### src/rtl/sal_cfg_loader_pkg.sv
`default_nettype none
// ============================================================================
//  Module   : sal_cfg_loader_pkg
//  Purpose  : Shared definitions for the DDR2 timing-register loader:
//             sequencer state encodings, failure-cause enum, APB constants
//             and the index -> timing-value table.
//  Ports    : none (package)
//  Revision : 1.0 - initial release
// ============================================================================

// DDR2 timing parameters in controller clock cycles. Guarded so a platform
// build can override them on the command line.
`ifndef DDR2_T_RCD
`define DDR2_T_RCD 5
`endif
`ifndef DDR2_T_RP
`define DDR2_T_RP  4
`endif
`ifndef DDR2_T_RAS
`define DDR2_T_RAS 15
`endif
`ifndef DDR2_T_RFC
`define DDR2_T_RFC 43
`endif
`ifndef DDR2_T_RTP
`define DDR2_T_RTP 3
`endif
`ifndef DDR2_T_WTP
`define DDR2_T_WTP 10
`endif
`ifndef DDR2_T_RRD
`define DDR2_T_RRD 6
`endif
`ifndef DDR2_T_CCD
`define DDR2_T_CCD 2
`endif
`ifndef DDR2_T_WTR
`define DDR2_T_WTR 8
`endif
`ifndef DDR2_T_RTW
`define DDR2_T_RTW 7
`endif

package sal_cfg_loader_pkg;

    localparam int          APB_DATA_W  = 32;
    localparam logic [31:0] ADDR_STRIDE = 32'd4;

    // Sequencer states
    localparam logic [2:0] ST_IDLE   = 3'd0;
    localparam logic [2:0] ST_SETUP  = 3'd1;
    localparam logic [2:0] ST_ACCESS = 3'd2;
    localparam logic [2:0] ST_NEXT   = 3'd3;
    localparam logic [2:0] ST_DONE   = 3'd4;

    typedef enum logic [1:0] {
        ERR_NONE     = 2'd0,
        ERR_SLVERR   = 2'd1,
        ERR_TIMEOUT  = 2'd2,
        ERR_MISMATCH = 2'd3
    } err_code_t;

    // Table order: T_RCD, T_RP, T_RAS, T_RFC, T_RTP, T_WTP, T_RRD, T_CCD,
    // T_WTR, T_RTW. Unused indices read as zero.
    function automatic logic [31:0] timing_value(input logic [3:0] idx);
        logic [31:0] v;
        case (idx)
            4'd0:    v = 32'(`DDR2_T_RCD);
            4'd1:    v = 32'(`DDR2_T_RP);
            4'd2:    v = 32'(`DDR2_T_RAS);
            4'd3:    v = 32'(`DDR2_T_RFC);
            4'd4:    v = 32'(`DDR2_T_RTP);
            4'd5:    v = 32'(`DDR2_T_WTP);
            4'd6:    v = 32'(`DDR2_T_RRD);
            4'd7:    v = 32'(`DDR2_T_CCD);
            4'd8:    v = 32'(`DDR2_T_WTR);
            4'd9:    v = 32'(`DDR2_T_RTW);
            default: v = '0;
        endcase
        return v;
    endfunction

endpackage

`default_nettype wire

### src/rtl/sal_cfg_loader_apb_port.sv
`default_nettype none
// ============================================================================
//  Module   : sal_apb_master_port
//  Purpose  : Single-access APB master engine. A request is accepted when the
//             engine is idle or in the very cycle the current access
//             completes, so back-to-back accesses cost two cycles each.
//  Ports    : clk, rst            - clock, synchronous active-high reset
//             req, req_addr,
//             req_write, req_wdata - access request (one-cycle strobe)
//             ack                 - access completed (pready seen in ACCESS)
//             slverr              - completion carried pslverr
//             timeout             - TIMEOUT_CYC wait cycles expired
//             paddr..pwdata       - APB master outputs
//             pready, pslverr     - APB slave responses
//  Revision : 1.0 - initial release
// ============================================================================
module sal_apb_master_port
    import sal_cfg_loader_pkg::*;
#(
    parameter int TIMEOUT_CYC = 255
) (
    input  logic                  clk,
    input  logic                  rst,
    input  logic                  req,
    input  logic [31:0]           req_addr,
    input  logic                  req_write,
    input  logic [APB_DATA_W-1:0] req_wdata,
    output logic                  ack,
    output logic                  slverr,
    output logic                  timeout,
    output logic [31:0]           paddr,
    output logic                  psel,
    output logic                  penable,
    output logic                  pwrite,
    output logic [APB_DATA_W-1:0] pwdata,
    input  logic                  pready,
    input  logic                  pslverr
);

    localparam logic [1:0] PH_IDLE   = 2'd0;
    localparam logic [1:0] PH_SETUP  = 2'd1;
    localparam logic [1:0] PH_ACCESS = 2'd2;

    localparam int              WAIT_W    = (TIMEOUT_CYC > 1) ? $clog2(TIMEOUT_CYC) : 1;
    localparam logic [WAIT_W-1:0] WAIT_LAST = WAIT_W'(TIMEOUT_CYC - 1);

    logic [1:0]        r_phase;
    logic [WAIT_W-1:0] r_wait;
    logic              w_in_access;
    logic              w_load;

    assign w_in_access = (r_phase == PH_ACCESS);
    assign ack         = w_in_access && pready;
    assign slverr      = ack && pslverr;
    // r_wait holds the number of stalled ACCESS cycles already seen, so the
    // TIMEOUT_CYC-th stalled cycle is the one that trips.
    assign timeout     = w_in_access && !pready && (r_wait == WAIT_LAST);
    assign w_load      = req && ((r_phase == PH_IDLE) || ack);

    assign psel        = (r_phase != PH_IDLE);
    assign penable     = w_in_access;

    always_ff @(posedge clk) begin
        if (rst) begin
            r_phase <= PH_IDLE;
            r_wait  <= '0;
            paddr   <= '0;
            pwrite  <= 1'b0;
            pwdata  <= '0;
        end else if (w_load) begin
            r_phase <= PH_SETUP;
            r_wait  <= '0;
            paddr   <= req_addr;
            pwrite  <= req_write;
            pwdata  <= req_wdata;
        end else begin
            case (r_phase)
                PH_SETUP: begin
                    r_phase <= PH_ACCESS;
                    r_wait  <= '0;
                end
                PH_ACCESS: begin
                    if (ack || timeout) begin
                        r_phase <= PH_IDLE;
                    end else begin
                        r_wait <= r_wait + 1'b1;
                    end
                end
                default: r_phase <= PH_IDLE;
            endcase
        end
    end

endmodule

`default_nettype wire

### src/rtl/sal_cfg_loader.sv
`default_nettype none
// ============================================================================
//  Module   : sal_cfg_loader
//  Purpose  : Programs NUM_REGS DDR2 timing registers over APB (address
//             4*i), then optionally reads every one back and compares.
//             Any slave error, timeout or read-back mismatch aborts the run
//             and records the first failing index and its cause.
//  Ports    : clk, rst              - clock, synchronous active-high reset
//             start                 - one-cycle pulse, accepted only in IDLE
//             paddr, psel, penable,
//             pwrite, pwdata        - APB master outputs
//             prdata, pready,
//             pslverr               - APB slave responses
//             busy                  - sequence in progress
//             done                  - one-cycle pulse at end of sequence
//             err, err_idx, err_code- result of the last sequence
//  Revision : 1.0 - initial release
// ============================================================================
module sal_cfg_loader
    import sal_cfg_loader_pkg::*;
#(
    parameter int NUM_REGS    = 10,
    parameter int TIMEOUT_CYC = 255,
    parameter int VERIFY_EN   = 1
) (
    input  logic        clk,
    input  logic        rst,
    input  logic        start,
    output logic [31:0] paddr,
    output logic        psel,
    output logic        penable,
    output logic        pwrite,
    output logic [31:0] pwdata,
    input  logic [31:0] prdata,
    input  logic        pready,
    input  logic        pslverr,
    output logic        busy,
    output logic        done,
    output logic        err,
    output logic [3:0]  err_idx,
    output logic [1:0]  err_code
);

    localparam logic [3:0] LAST_IDX = 4'(NUM_REGS - 1);

    logic [2:0]  r_state;
    logic [3:0]  r_idx;
    logic        r_read;
    logic        r_err;
    logic [3:0]  r_err_idx;
    err_code_t   r_err_code;

    logic        w_ack;
    logic        w_slverr;
    logic        w_timeout;
    logic        w_mismatch;
    logic        w_fail;
    logic        w_last;
    logic        w_req;
    logic [3:0]  w_nidx;
    logic        w_nread;
    logic [2:0]  w_state_nxt;
    logic [31:0] w_cmd_addr;
    logic [31:0] w_cmd_wdata;

    assign w_last      = (r_idx == LAST_IDX);
    assign w_mismatch  = w_ack && r_read && (prdata != timing_value(r_idx));
    assign w_fail      = w_slverr || w_timeout || w_mismatch;
    assign w_cmd_addr  = 32'(w_nidx) * ADDR_STRIDE;
    assign w_cmd_wdata = timing_value(w_nidx);

    // NEXT is a zero-cycle decision point: it is resolved in the same cycle
    // the access completes so the following SETUP starts immediately.
    always_comb begin
        w_req       = 1'b0;
        w_nidx      = r_idx;
        w_nread     = r_read;
        w_state_nxt = r_state;
        case (r_state)
            ST_IDLE: begin
                if (start) begin
                    w_req       = 1'b1;
                    w_nidx      = '0;
                    w_nread     = 1'b0;
                    w_state_nxt = ST_SETUP;
                end
            end
            ST_SETUP:  w_state_nxt = ST_ACCESS;
            ST_ACCESS: begin
                if (w_fail) begin
                    w_state_nxt = ST_DONE;
                end else if (w_ack) begin
                    w_state_nxt = ST_NEXT;
                end
            end
            ST_DONE:   w_state_nxt = ST_IDLE;
            default:   w_state_nxt = ST_IDLE;
        endcase

        if (w_state_nxt == ST_NEXT) begin
            if (!w_last) begin
                w_req       = 1'b1;
                w_nidx      = r_idx + 4'd1;
                w_state_nxt = ST_SETUP;
            end else if ((VERIFY_EN != 0) && !r_read) begin
                // Index wraps to 0 as the write pass hands over to read-back.
                w_req       = 1'b1;
                w_nidx      = '0;
                w_nread     = 1'b1;
                w_state_nxt = ST_SETUP;
            end else begin
                w_state_nxt = ST_DONE;
            end
        end
    end

    always_ff @(posedge clk) begin
        if (rst) begin
            r_state    <= ST_IDLE;
            r_idx      <= '0;
            r_read     <= 1'b0;
            r_err      <= 1'b0;
            r_err_idx  <= '0;
            r_err_code <= ERR_NONE;
        end else begin
            r_state <= w_state_nxt;
            if (w_req) begin
                r_idx  <= w_nidx;
                r_read <= w_nread;
            end
            if ((r_state == ST_IDLE) && start) begin
                r_err      <= 1'b0;
                r_err_idx  <= '0;
                r_err_code <= ERR_NONE;
            end else if ((r_state == ST_ACCESS) && w_fail) begin
                r_err     <= 1'b1;
                r_err_idx <= r_idx;
                if (w_timeout) begin
                    r_err_code <= ERR_TIMEOUT;
                end else if (w_slverr) begin
                    r_err_code <= ERR_SLVERR;
                end else begin
                    r_err_code <= ERR_MISMATCH;
                end
            end
        end
    end

    sal_apb_master_port #(
        .TIMEOUT_CYC (TIMEOUT_CYC)
    ) u_port (
        .clk       (clk),
        .rst       (rst),
        .req       (w_req),
        .req_addr  (w_cmd_addr),
        .req_write (!w_nread),
        .req_wdata (w_cmd_wdata),
        .ack       (w_ack),
        .slverr    (w_slverr),
        .timeout   (w_timeout),
        .paddr     (paddr),
        .psel      (psel),
        .penable   (penable),
        .pwrite    (pwrite),
        .pwdata    (pwdata),
        .pready    (pready),
        .pslverr   (pslverr)
    );

    assign busy     = (r_state == ST_SETUP) || (r_state == ST_ACCESS);
    assign done     = (r_state == ST_DONE);
    assign err      = r_err;
    assign err_idx  = r_err_idx;
    assign err_code = r_err_code;

endmodule

`default_nettype wire

### config.mk
export PLATFORM = sky130hd
export DESIGN_NAME = sal_cfg_loader
export DESIGN_NICKNAME = d
export VERILOG_FILES = /design/src/rtl/sal_cfg_loader_pkg.sv /design/src/rtl/sal_cfg_loader_apb_port.sv /design/src/rtl/sal_cfg_loader.sv
export SDC_FILE = /design/constraint.sdc
export NUM_CORES = 1
export LEC_CHECK = 0
export CAP_MARGIN = 20
export CORE_MARGIN = 10
export CORE_UTILIZATION = 52
export CTS_CLUSTER_DIAMETER = 100
export DETAILED_ROUTE_END_ITERATION = 10
export PLACE_DENSITY = 0.95
export SLEW_MARGIN = 5
export SYNTH_ARGS = -nofsm -noshare
export SYNTH_HDL_FRONTEND = slang
export SYNTH_HIERARCHICAL = 1
export SYNTH_SLANG_ARGS = --single-unit
### constraint.sdc
create_clock -name clk -period 6.95 [get_ports clk]
set_input_delay 1.39 -clock clk [delete_from_list [all_inputs] [get_ports clk]]
set_output_delay 1.39 -clock clk [all_outputs]
set_load 0.01 [all_outputs]
==> results of run 1 <==
## critical path, cell delays in order
cell and delay (ps):
clkdlybuf4s50_1 490, and4bb_4 410, nor3b_1 330, nor2_1 120, and4_1 280, a21oi_1 140
o31a_1 310, clkinv_1 140, and2b_1 220, a21oi_4 790, buf_4 430, a22o_1 190
## how the worst max path moves through the flow
stage,endpoint,slack [ps]
after CTS,u_port/paddr[26],2020
after global routing,u_port/paddr[21],1710
after floorplan,u_port/pwdata[2],3140
final,u_port/paddr[26],1990
after detailed placement,u_port/paddr[26],1670
after global placement,u_port/paddr[12],1840
## power groups by stage
stage	combinational (mW)	clock, mW	sequential [mW]
after floorplan	0.0669	0	0.619
after global placement	0.176	0	0.608
after detailed placement	0.180	0	0.609
after CTS	0.181	0.395	0.597
after global routing	0.195	0.418	0.601
final	0.180	0.387	0.597
## registers in the layout, indices dropped and copies added, names as in the netlist, named ones only
register        flops
u_port/r_phase      2
u_port/r_wait       8
err_idx             4
r_idx               4
r_state             3
err_code            2
err                 1
u_port/pwdata      32
u_port/paddr       32
r_read              1
u_port/pwrite       1
## layout make-up
class                           instances  area share (%)
Sequential cell                        95            36.2
Timing Repair Buffer                  114            21.6
Clock inverter                          3            1.29
Clock buffer                           12            2.76
Inverter                               12           0.905
Tap cell                               96            2.29
Multi-Input combinational cell        266            34.9
## synthesized netlist by cell type (2+ instances only)
cell type / number / area share, %
nor3_1: 3 / 0.41
nor4_1: 5 / 0.86
nor2_1: 27 / 2.8
nand3_1: 6 / 0.82
a22o_1: 65 / 16
nor2b_1: 2 / 0.34
xnor2_1: 7 / 1.7
inv_1: 8 / 0.82
and3_1: 2 / 0.34
ha_1: 4 / 1.4
o211ai_1: 2 / 0.41
a21oi_1: 9 / 1.2
nand3_2: 2 / 0.55
and2_1: 2 / 0.34
a211oi_1: 2 / 0.41
nor3b_1: 5 / 1.0
buf_2: 8 / 1.1
inv_2: 2 / 0.21
a311oi_1: 2 / 0.48
nand2b_1: 4 / 0.69
clkbuf_1: 7 / 0.72
dfxtp_1: 95 / 52
nand4_2: 2 / 0.69
xor2_1: 3 / 0.72
o21ai_0: 3 / 0.41
mux2i_1: 5 / 1.4
or2_2: 3 / 0.52
nand2_1: 11 / 1.1
nand4_1: 6 / 1.0
or3_1: 2 / 0.34
## cells by family (layout without fill, tap and decap cells)
kind of cell             Yosys count  in the layout  synth area share [%]
multiplexers                       6              6                  1.79
other                              1             55                 0.103
AO/OA/AOI/OAI                     98             98                  24.0
buffers and inverters             29            141                  3.43
XOR/XNOR                          10             10                  2.40
flip-flops                        95             95                  52.2
AND/OR/NAND/NOR                   93             93                  14.7
adder cells (fa/ha/maj)            4              4                  1.37
## per-layer routing
metal | routed length [microns] | track usage, % | vias to the layer above
li1 | - | - | 1506
met1 | 4260 | 20.9 | 1431
met2 | 4350 | 27.0 | 112
met3 | 987 | 8.92 | 9
met4 | 84 | 6.06 | 0
met5 | 0 | 0 | -
==> flow_summary.json, run 1 <==
{
  "outcome": "completed",
  "antenna_found_initial": 0,
  "r2r_end": "u_port/paddr[26]",
  "fp.coreArea_sq_um": 6790,
  "gr-usage-all-layers_pct": 17.7,
  "cts_resized": 0,
  "final_common_cell": "clkdlybuf4s50_1",
  "criticalPathCategory": "in2reg",
  "relSlewSlack_pct": 32.7,
  "reg2reg_from": "u_port/r_wait[0]",
  "postRouteWirelength_microns": 9690,
  "finalHoldViolations": 0,
  "ys.flop_type": "dfxtp_1",
  "cts-buffers-inserted": 9,
  "seqPwrFrac_pct": 51.3,
  "die_area_sq_um": 10800,
  "synth_area_sq_um": 3640,
  "tns_ps": 0,
  "cts_tree": "done",
  "avgSynthCellArea_sq_um": 10.8,
  "timing.hold.ws_ps": 472,
  "n_antenna_cell": 0,
  "ctsRootBufferMaster": "clkbuf_8",
  "path_max_fanout": 40,
  "place.gp.congestion": 0.835,
  "die_h_microns": 104,
  "nNetsFinal": 539,
  "skew_ps": 7.93,
  "seqCellArea_sq_um": 1900,
  "row_count": 30,
  "drc": 0,
  "drtIter0Drc": 134,
  "clockBufferDepth": 2,
  "fillers": 445,
  "layout_common_cells": "clkdlybuf4s50_1 (112), dfxtp_1 (95), a22o_1 (65), conb_1 (55), nor2_1 (26)",
  "dp_hpwl_microns": 7110,
  "p_int_mw": 0.886,
  "worstMarginPinSlew_ps": 1010,
  "hold_end": "err",
  "final_max_slew_viol_count": 0,
  "crit_required_ps": 7240,
  "async_reset_ff_share_pct": 0,
  "start_util_pct": 53.6,
  "max_freq_mhz": 202,
  "vias_per_cell": 5.11,
  "crit_path_start": "pready",
  "hold_depth": 2,
  "finalCriticalPeriod_ps": 4960,
  "syn_inst": 336,
  "first_pass_iters": 4,
  "pwr-share-comb_pct": 15.5,
  "io_pins": 113,
  "vdd_ir_drop_max_mv": 0.131,
  "yosysSeqAreaShare_pct": 52.2,
  "pwr-share-clk_pct": 33.3,
  "final_antenna_net_count": 0,
  "synth-edff-count": 0,
  "power.switching_mw": 0.278,
  "power.leakage_nw": 2.06,
  "place_inst": 583,
  "clk_latency_ps": 350,
  "die_w_microns": 104,
  "fin_util_pct": 77.3,
  "portBuffers": 112,
  "power_mw": 1.16,
  "avgRoutedWirePerCell_microns": 16.2,
  "powerDensity_nw_per_um2": 222,
  "area_growth_syn_to_layout_pct": 44.2,
  "fin_crit_sh_pct": 71.4,
  "yosys.cell_types.count": 62,
  "dpl_cell_area_sq_um": 5040,
  "place_ws_ps": 1670,
  "hp-start": "err",
  "vias": 3058,
  "synth_seq_cells": 95,
  "ff2ff_path_depth": 13,
  "reg2reg_setup_slack_ps": 3050,
  "grt_pass1_wl_microns": 15900,
  "setup_viol": 0,
  "clk_pin_slew_ps": 90,
  "setup_slack_ps": 1990,
  "rsz0062_at_grt": "false",
  "post_cts.repair.setup_buffers": 0,
  "yosysWarnings": 6,
  "cts.sinks": 95,
  "fin_area_sq_um": 5250,
  "drive_gt1_share_pct": 7.57,
  "max_cap_viol_count": 0,
  "cp.arrival_ps": 5250,
  "final_cells": 598,
  "grt_pass1_vias": 3153,
  "start_kind": "input pin",
  "hold_class": "reg2reg",
  "crit_path_end_kind": "flip-flop",
  "grt_start_max_net_pins": 67,
  "multiInputGateArea_sq_um": 1830,
  "swShare_pct": 23.9,
  "grt.overflow.total": 0,
  "htreeDepth": 3,
  "hold_buffers": 0
}
Note: power is estimated with default switching activity, not from simulation.
==> inputs of run 2 (changes only) <==
--- a/config.mk
+++ b/config.mk
@@ -7,10 +7,10 @@
 export LEC_CHECK = 0
 export CAP_MARGIN = 20
 export CORE_MARGIN = 10
-export CORE_UTILIZATION = 52
+export CORE_UTILIZATION = 43
 export CTS_CLUSTER_DIAMETER = 100
 export DETAILED_ROUTE_END_ITERATION = 10
-export PLACE_DENSITY = 0.95
+export PLACE_DENSITY = 0.86
 export SLEW_MARGIN = 5
 export SYNTH_ARGS = -nofsm -noshare
 export SYNTH_HDL_FRONTEND = slang
==> constraint.sdc (replaced) <==
create_clock -name clk -period 4.4 [get_ports clk]
set_input_delay 0.88 -clock clk [delete_from_list [all_inputs] [get_ports clk]]
set_output_delay 0.88 -clock clk [all_outputs]
set_load 0.01 [all_outputs]
==> flow_summary.json, run 2 (synthesis results as in run 1) <==
{
  "outcome": "completed",
  "powerDensity_nw_per_um2": 344,
  "drive_gt1_share_pct": 8.32,
  "setup_viol": 0,
  "worstMarginPinSlew_ps": 771,
  "vias_per_cell": 5.02,
  "die_area_sq_um": 12600,
  "rsz0062_at_grt": "false",
  "grt_start_max_net_pins": 51,
  "tns_ps": 0,
  "place_ws_ps": 360,
  "timing.hold.ws_ps": 483,
  "hold_class": "reg2reg",
  "die_w_microns": 112,
  "skew_ps": 8.68,
  "cp.arrival_ps": 3980,
  "final_common_cell": "clkdlybuf4s50_1",
  "htreeDepth": 3,
  "first_pass_iters": 4,
  "start_util_pct": 44.3,
  "vdd_ir_drop_max_mv": 0.235,
  "grt_pass1_wl_microns": 16200,
  "ctsRootBufferMaster": "clkbuf_8",
  "max_cap_viol_count": 0,
  "power.leakage_nw": 2.07,
  "fp.coreArea_sq_um": 8220,
  "post_cts.repair.setup_buffers": 0,
  "crit_path_end_kind": "flip-flop",
  "portBuffers": 112,
  "clk_pin_slew_ps": 90,
  "fin_crit_sh_pct": 84.7,
  "vias": 3060,
  "top_regs": "u_port/paddr (32), u_port/pwdata (32), u_port/r_wait (8)",
  "crit_required_ps": 4650,
  "fin_util_pct": 64.3,
  "clockBufferDepth": 2,
  "final_antenna_net_count": 0,
  "final_max_slew_viol_count": 0,
  "criticalPathCategory": "in2reg",
  "finalHoldViolations": 0,
  "grt.overflow.total": 0,
  "hold_buffers": 0,
  "antenna_found_initial": 0,
  "drc": 0,
  "start_kind": "input pin",
  "dp_hpwl_microns": 7200,
  "place.gp.congestion": 0.807,
  "layout_common_cells": "clkdlybuf4s50_1 (112), dfxtp_1 (95), a22o_1 (65), conb_1 (55), nor2_1 (26)",
  "relSlewSlack_pct": 48.4,
  "clk_latency_ps": 350,
  "cts_tree": "done",
  "grt_pass1_vias": 3208,
  "drtIter0Drc": 182,
  "max_freq_mhz": 268,
  "avgRoutedWirePerCell_microns": 15.8,
  "row_count": 33,
  "path_max_fanout": 6,
  "setup_slack_ps": 672,
  "nNetsFinal": 541,
  "finalCriticalPeriod_ps": 3730,
  "cts.sinks": 95,
  "cts_resized": 0,
  "die_h_microns": 112,
  "io_pins": 113,
  "gr-usage-all-layers_pct": 15.3,
  "cts-buffers-inserted": 9,
  "area_growth_syn_to_layout_pct": 45.0,
  "postRouteWirelength_microns": 9670,
  "n_antenna_cell": 0
}
-- run 2: cell count changes in the layout (fill, tap and decap cells not counted), sizes merged --
cell / before / now
clkbuf: 12 / 11
clkinv: 1 / 2
bufinv: 2 / 1
buf: 2 / 4
inv: 11 / 13
-- run 2: worst max-delay path, cell delays in order --
cell             delay [ps]
clkdlybuf4s50_1         470
and4bb_4                400
nor3b_1                 350
nor2_1                  120
and4_1                  270
a21oi_1                 140
o31a_1                  310
clkinv_1                140
mux2_4                  330
inv_4                    90
mux2i_1                 220
nor2_1                   60
a22o_1                  200
-- run 2: area by class of cell --
class | instances | area [sq um]
Clock buffer | 11 | 141
Inverter | 12 | 47.5
Clock inverter | 5 | 63.8
Tap cell | 105 | 131
Sequential cell | 95 | 1900
Multi-Input combinational cell | 266 | 1830
Fill cell | 646 | 2930
Timing Repair Buffer | 116 | 1160
-- run 2: through the flow --
stage / power [mW] / area [sq um] / cells
after CTS: 1.83 / 5280 / 610
final: 1.82 / 5280 / 610
after floorplan: 1.08 / 3850 / 390
after global placement: 1.24 / 5080 / 594
after detailed placement: 1.25 / 5080 / 594
after global routing: 1.90 / 5280 / 610
-- run 2: worst paths after layout --
check,startpoint,end,slack (ps),cells past startpoint
worst max-delay path,pready,u_port/pwdata[2],670,13
worst min-delay path,err,err,480,2
worst max register to register,u_port/r_wait[1],u_port/pwdata[2],1120,13
worst min register to register,err,err,480,2
-- run 2: power breakdown --
group | switching (mW) | total, mW | internal [mW]
Combinational | 0.130 | 0.290 | 0.160
Clock | 0.302 | 0.586 | 0.284
Sequential | 0.0306 | 0.941 | 0.910
Total | 0.462 | 1.82 | 1.35
-- run 2: per-layer routing --
metal / global-route usage (%) / up-vias / share of wire, %
li1: - / 1514 / -
met1: 17.2 / 1431 / 42
met2: 25.1 / 103 / 46
met3: 7.14 / 12 / 9.6
met4: 5.08 / 0 / 1.4
met5: 0 / - / 0
